<file path="src/rtl/trap_controller.sv">
// Machine-mode trap controller: takes synchronous exceptions and mret at commit,
// owns mstatus/mtvec/mepc/mcause and the privilege mode, and issues a one-cycle
// redirect/flush to the front end.
module trap_controller #(
    parameter logic [31:0] MTVEC_RESET = 32'h0000_0000
) (
    input  logic        i_clk,
    input  logic        i_rst,
    input  logic        i_valid,
    input  logic [31:0] i_pc,
    input  logic [3:0]  i_causeFromInst,
    input  logic        i_exceptionFromInst,
    input  logic        i_mret,
    input  logic        i_csrWe,
    input  logic [11:0] i_csrAddr,
    input  logic [31:0] i_csrWdata,
    output logic [31:0] o_csrRdata,
    output logic [1:0]  o_nowPrivMode,
    output logic        o_redirect,
    output logic [31:0] o_redirectPc,
    output logic        o_flush,
    output logic        o_busy
);

    localparam logic [11:0] CSR_MSTATUS = 12'h300;
    localparam logic [11:0] CSR_MTVEC   = 12'h305;
    localparam logic [11:0] CSR_MEPC    = 12'h341;
    localparam logic [11:0] CSR_MCAUSE  = 12'h342;

    localparam logic [1:0] PRIV_U = 2'b00;
    localparam logic [1:0] PRIV_M = 2'b11;

    localparam logic [3:0] CAUSE_ECALL = 4'd8;

    typedef enum logic [1:0] {
        ST_IDLE = 2'd0,
        ST_TRAP = 2'd1,
        ST_RET  = 2'd2
    } state_e;

    state_e      state_q;
    logic [1:0]  priv_q;
    logic        mie_q;
    logic        mpie_q;
    logic [1:0]  mpp_q;
    logic [31:0] mepc_q;
    logic [31:0] mcause_q;
    logic [31:0] mtvec_q;
    logic        redirect_q;
    logic        flush_q;
    logic        busy_q;
    logic [31:0] redirect_pc_q;

    logic        trap_take;
    logic        ret_take;
    logic        csr_wr;
    logic [3:0]  trap_cause_d;
    logic [1:0]  mpp_wr_d;
    logic [31:0] csr_rdata;

    // Low PC bits are never stored; instructions are word aligned.
    logic        unused_pc_lo;
    assign unused_pc_lo = ^i_pc[1:0];

    // Acceptance decode: only in IDLE, exception beats mret, CSR write loses to both.
    always_comb begin
        trap_take = 1'b0;
        ret_take  = 1'b0;
        csr_wr    = 1'b0;
        if (state_q == ST_IDLE) begin
            trap_take = i_valid & i_exceptionFromInst;
            ret_take  = i_valid & i_mret & ~i_exceptionFromInst;
            csr_wr    = i_csrWe & ~trap_take & ~ret_take;
        end
    end

    // ecall cause is specialised by the privilege it was raised from.
    always_comb begin
        trap_cause_d = i_causeFromInst;
        if (i_causeFromInst == CAUSE_ECALL) begin
            trap_cause_d = CAUSE_ECALL + 4'(priv_q);
        end
    end

    // MPP only holds the implemented modes; S/reserved encodings collapse to U.
    always_comb begin
        mpp_wr_d = PRIV_U;
        if (i_csrWdata[12:11] == PRIV_M) begin
            mpp_wr_d = PRIV_M;
        end
    end

    // Combinational CSR read of pre-edge state; unmapped addresses read zero.
    always_comb begin
        csr_rdata = 32'h0;
        case (i_csrAddr)
            CSR_MSTATUS: csr_rdata = {19'b0, mpp_q, 3'b0, mpie_q, 3'b0, mie_q, 3'b0};
            CSR_MTVEC:   csr_rdata = mtvec_q;
            CSR_MEPC:    csr_rdata = mepc_q;
            CSR_MCAUSE:  csr_rdata = mcause_q;
            default:     csr_rdata = 32'h0;
        endcase
    end

    // FSM, architectural state and registered redirect outputs.
    always_ff @(posedge i_clk) begin
        if (i_rst) begin
            state_q       <= ST_IDLE;
            priv_q        <= PRIV_M;
            mie_q         <= 1'b0;
            mpie_q        <= 1'b0;
            mpp_q         <= PRIV_U;
            mepc_q        <= 32'h0;
            mcause_q      <= 32'h0;
            mtvec_q       <= MTVEC_RESET;
            redirect_q    <= 1'b0;
            flush_q       <= 1'b0;
            busy_q        <= 1'b0;
            redirect_pc_q <= 32'h0;
        end else begin
            case (state_q)
                ST_IDLE: begin
                    if (trap_take) begin
                        state_q       <= ST_TRAP;
                        mepc_q        <= {i_pc[31:2], 2'b00};
                        mcause_q      <= {28'b0, trap_cause_d};
                        mpie_q        <= mie_q;
                        mie_q         <= 1'b0;
                        mpp_q         <= priv_q;
                        priv_q        <= PRIV_M;
                        redirect_q    <= 1'b1;
                        flush_q       <= 1'b1;
                        busy_q        <= 1'b1;
                        redirect_pc_q <= {mtvec_q[31:2], 2'b00};
                    end else if (ret_take) begin
                        state_q       <= ST_RET;
                        priv_q        <= mpp_q;
                        mie_q         <= mpie_q;
                        mpie_q        <= 1'b1;
                        mpp_q         <= PRIV_U;
                        redirect_q    <= 1'b1;
                        flush_q       <= 1'b1;
                        busy_q        <= 1'b1;
                        redirect_pc_q <= mepc_q;
                    end else begin
                        redirect_q <= 1'b0;
                        flush_q    <= 1'b0;
                        busy_q     <= 1'b0;
                        if (csr_wr) begin
                            case (i_csrAddr)
                                CSR_MSTATUS: begin
                                    mie_q  <= i_csrWdata[3];
                                    mpie_q <= i_csrWdata[7];
                                    mpp_q  <= mpp_wr_d;
                                end
                                CSR_MTVEC:  mtvec_q  <= {i_csrWdata[31:2], 2'b00};
                                CSR_MEPC:   mepc_q   <= {i_csrWdata[31:2], 2'b00};
                                CSR_MCAUSE: mcause_q <= i_csrWdata;
                                default: ;
                            endcase
                        end
                    end
                end
                ST_TRAP, ST_RET: begin
                    state_q    <= ST_IDLE;
                    redirect_q <= 1'b0;
                    flush_q    <= 1'b0;
                    busy_q     <= 1'b0;
                end
                default: begin
                    state_q    <= ST_IDLE;
                    redirect_q <= 1'b0;
                    flush_q    <= 1'b0;
                    busy_q     <= 1'b0;
                end
            endcase
        end
    end

    assign o_csrRdata    = csr_rdata;
    assign o_nowPrivMode = priv_q;
    assign o_redirect    = redirect_q;
    assign o_flush       = flush_q;
    assign o_busy        = busy_q;
    assign o_redirectPc  = redirect_pc_q;

endmodule

</file>
<file path="config.mk">
export PLATFORM = sky130hd
export DESIGN_NAME = trap_controller
export DESIGN_NICKNAME = d
export VERILOG_FILES = /design/src/rtl/trap_controller.sv
export SDC_FILE = /design/constraint.sdc
export NUM_CORES = 1
export LEC_CHECK = 0
export ABC_AREA = 1
export BUFFER_PORTS_ARGS = -buffer_cell sky130_fd_sc_hd__clkbuf_2
export CORE_ASPECT_RATIO = 1.5
export CORE_MARGIN = 2
export CORE_UTILIZATION = 59
export CTS_CLUSTER_SIZE = 10
export DETAILED_ROUTE_END_ITERATION = 16
export PLACE_DENSITY_LB_ADDON = 0.05
export SLEW_MARGIN = 20
export SYNTH_ARGS = -nofsm -noshare
export SYNTH_HDL_FRONTEND = slang
export SYNTH_SLANG_ARGS = --single-unit
</file>
<file path="constraint.sdc">
create_clock -name i_clk -period 2.25 [get_ports i_clk]
set_input_delay 0.3375 -clock i_clk [delete_from_list [all_inputs] [get_ports i_clk]]
set_output_delay 0.3375 -clock i_clk [all_outputs]
set_load 0.01 [all_outputs]
</file>
==> results.txt <==
- Result of the run: completed
- Clock Tree Buf Depth: 2
- Layout fillers: 1084
- Post-route DRC violation count: 0
- CP startpoint kind: input port
- Buffers added to address setup during post-CTS repair amount to 0.
* DR iter-0 viols: 531
- Post-CTS Resized: 0
- The number of hold violations in the final report was 0.
* Yosys warnings: 0
- Initial antenna violation count: 0
* Total Routed Length: 19.7 mm
- Synth area leader: sky130_fd_sc_hd__dfxtp_1
- The net count of the finished layout is 1294.
- In this run the remaining antenna-violating nets after routing total 0.
- Area growth from synthesis to layout: 20.3%
- Clock transition at the register clock pins on the worst setup and hold paths after CTS: 0.06 ns
- In this run the worst path has a maximum fanout of 21.
* Top post-synthesis cells by area: sky130_fd_sc_hd__dfxtp_1 (38%), sky130_fd_sc_hd__nand2_1 (19%), sky130_fd_sc_hd__a21oi_1 (7.0%)
* Maximum number of pins on one net before global-route repair: 125
- Boundary pin count: 155
- The worst register-to-register path begins at state_q[1].
- Most frequent cells in the layout: sky130_fd_sc_hd__nand2_1 (340), sky130_fd_sc_hd__clkbuf_2 (150), sky130_fd_sc_hd__dfxtp_1 (131), sky130_fd_sc_hd__nor2_1 (114), sky130_fd_sc_hd__inv_1 (112)
- Final hold analysis gives a worst-case slack of 0.207 ns.
- Excluding fillers, the count of instances in the completed layout stands at 1370.
* Post-cts hold buffer count: 0
* Kind of capture point of the worst setup path: output pin
- At the worst endpoint, the required time is 1.91 ns.
* Maximum Capacitance Violations: 0
- The H-tree generated during clock tree synthesis spans 4 levels.
* Number of diodes: 0
- Each instance of the synthesized netlist takes up on average 6.30 um^2.
- The worst hold path terminates at mpp_q[0].
- Post-synth design cell area: 6870 um^2
* Area of the multi-input gates: 3290 um^2
- The worst-case IR drop observed on VDD is 0.000491 V.
- Cells with a size suffix above 1 make up 20.6% of the layout.
- Overall Power: 6.16 mW
* Root buffer cell: sky130_fd_sc_hd__clkbuf_16
* Number of buffers and inverters on the critical path: 5
* Vias in the first global route: 6604
- Setup violations remaining at the end of the flow were counted as 0.
* Weighted congestion reported at the end of routability-driven placement: 0.837
- The worst register-to-register path has a depth of 10.
- IO buf count: 150
* Die X-Extent: 92.1 um
- Measured against its own limit, the worst slew margin works out to 54.2%.
- The critical path goes through clkbuf_2, inv_1, nand2_1, nor2_1, nand3_1, inv_1, buf_4, nand2_1, nand4_1, clkbuf_2.
- Detailed placement ended at an HPWL of 12.5 mm.
- In the final layout, flip-flops and latches occupy 2620 um^2.
* Kind of critical path: input port to output pin
- For the pin with the worst max-slew slack, the measured transition is 0.686 ns.
- For this design, the slowest cell found on the critical path is sky130_fd_sc_hd__buf_4.
- Post-Place Cells: 1339
- The critical path crosses 10 cells after its start point.
- Most frequent standard cell in the layout excluding fill and tap cells: sky130_fd_sc_hd__nand2_1
- Row cnt: 48
* Detailed-route vias per instance: 5.33
- The worst register-to-register path has a setup slack of 0.35 ns.
- Cell Pwr Density: 745 nW/um^2
- Summing all placed instances gives a cell area of 7670 um^2.
- CTS tree: done
- The initial utilization of the core area, before any placement, comes to 60.2%.
* Gate Count Post-Synth: 1090
- Clock Skew: 0.00417 ns
- Post-synth cell types: 27
- The synthesized design contains 131 register bits.
* Y dimension of the die: 136 um
* Floorplan die area: 12500 um^2
* Share of the synthesized area in the top cell type: 38.2%
- CTS saw 131 sinks.
* Overall track demand over capacity in global routing: 31.4%
- The max-slew violation total from the final report was 0.
* Worst reg2reg path endpoint: mepc_q[27]
- Share of synthesized area occupied by flip-flops and latches: 38.2%
- Once layout is done, the placed cells without fillers occupy 8260 um^2.
* Worst hold-check path type: input port to flop
- After global routing the overflow that remains totals 0.
- Derived from the worst setup path, the maximum achievable clock frequency is 0.508 GHz.
- Setup total negative slack: 0 ns
* Delay of the slowest cell on the worst path: 0.30 ns
* RSZ-0062 raised after global routing: no
- Along the worst hold path, the cell count comes to 2.
- The smallest clock period supported by the final layout is computed as 1.97 ns.
* Crit path arrival time: 1.63 ns
* Global-route wire length before repair: 31.1 mm
- The pre-antenna-repair detailed-routing pass consisted of 6 iterations.
* Gate family responsible for the most delay along the worst path: buffers and inverters
* Core region area: 11400 um^2
* Number of buffers created by CTS: 17
* Vias after detailed routing: 7301
- Drt wl/cell: 14.4 um
- HP Start: i_rst
* Lkg Pwr: 4.13 nW
- Clock latency on the worst-skew pair, taken at its later pin, is 0.42 ns.
- Dividing the final minimum period by the clock period gives 87.5%.
power by group:
group / internal [mW] / switching [mW]
clock network: 1.73 / 1.06
logic: 0.312 / 0.537
registers: 2.44 / 0.0744
total: 4.49 / 1.67
synth_stat cells (all sizes together):
cell type	n
and2	1
o21ai	33
dfxtp	131
nand4	6
inv	147
nor3	2
clkinv	1
nand3	75
clkbuf	20
nand2	347
buf	56
a21oi	96
o22ai	31
conb	1
nor2	117
o211ai	26
flip-flops by register name (all words and copies together) (netlist names):
name and cells:
mtvec_q 30, o_nowPrivMode 2, mcause_q 32, mpp_q 2, o_busy 1, mpie_q 1, mie_q 1, mepc_q 30
state_q 2, o_redirectPc 30
worst max path at each step:
stage / from / endpoint
after floorplan: i_csrAddr[1] / o_csrRdata[10]
after global routing: i_csrAddr[7] / o_csrRdata[3]
final: i_csrAddr[7] / o_csrRdata[3]
after global placement: i_csrAddr[7] / o_csrRdata[14]
after detailed placement: i_exceptionFromInst / mepc_q[27]
after CTS: i_csrAddr[7] / o_csrRdata[3]
metal layers:
metal / track usage, % / vias to the layer above / share of wire, %
met5: 0 / - / 0
met3: 5.38 / 49 / 6.4
met4: 14.3 / 0 / 3.5
met1: 37.5 / 3305 / 40
met2: 54.9 / 285 / 50
li1: - / 3662 / -
area by class of cell:
class	count	area share (%)
flip-flops and latches	131	31.7
clock inverters	13	1.95
clock buffers	18	5.19
inverters	148	6.74
multi-input cells	736	39.8
repair buffers	174	12.3
well taps	150	2.27
cell families (layout without fill, tap and decap cells):
family / Yosys count / after routing / share of synthesized area (%)
other cells: 1 / 2 / 0.0546
compound gates: 186 / 186 / 15.1
buf+inv: 224 / 353 / 14.1
simple gates: 548 / 548 / 32.6
flops: 131 / 131 / 38.2
metrics by stage:
step	util (%)	worst slack, ns
after global placement	67.2	0.307
after floorplan	-	0.670
after global routing	72.4	0.120
after CTS	72.4	0.284
final	72.4	0.281
after detailed placement	67.2	0.298
(Power assumes the default switching activity.)
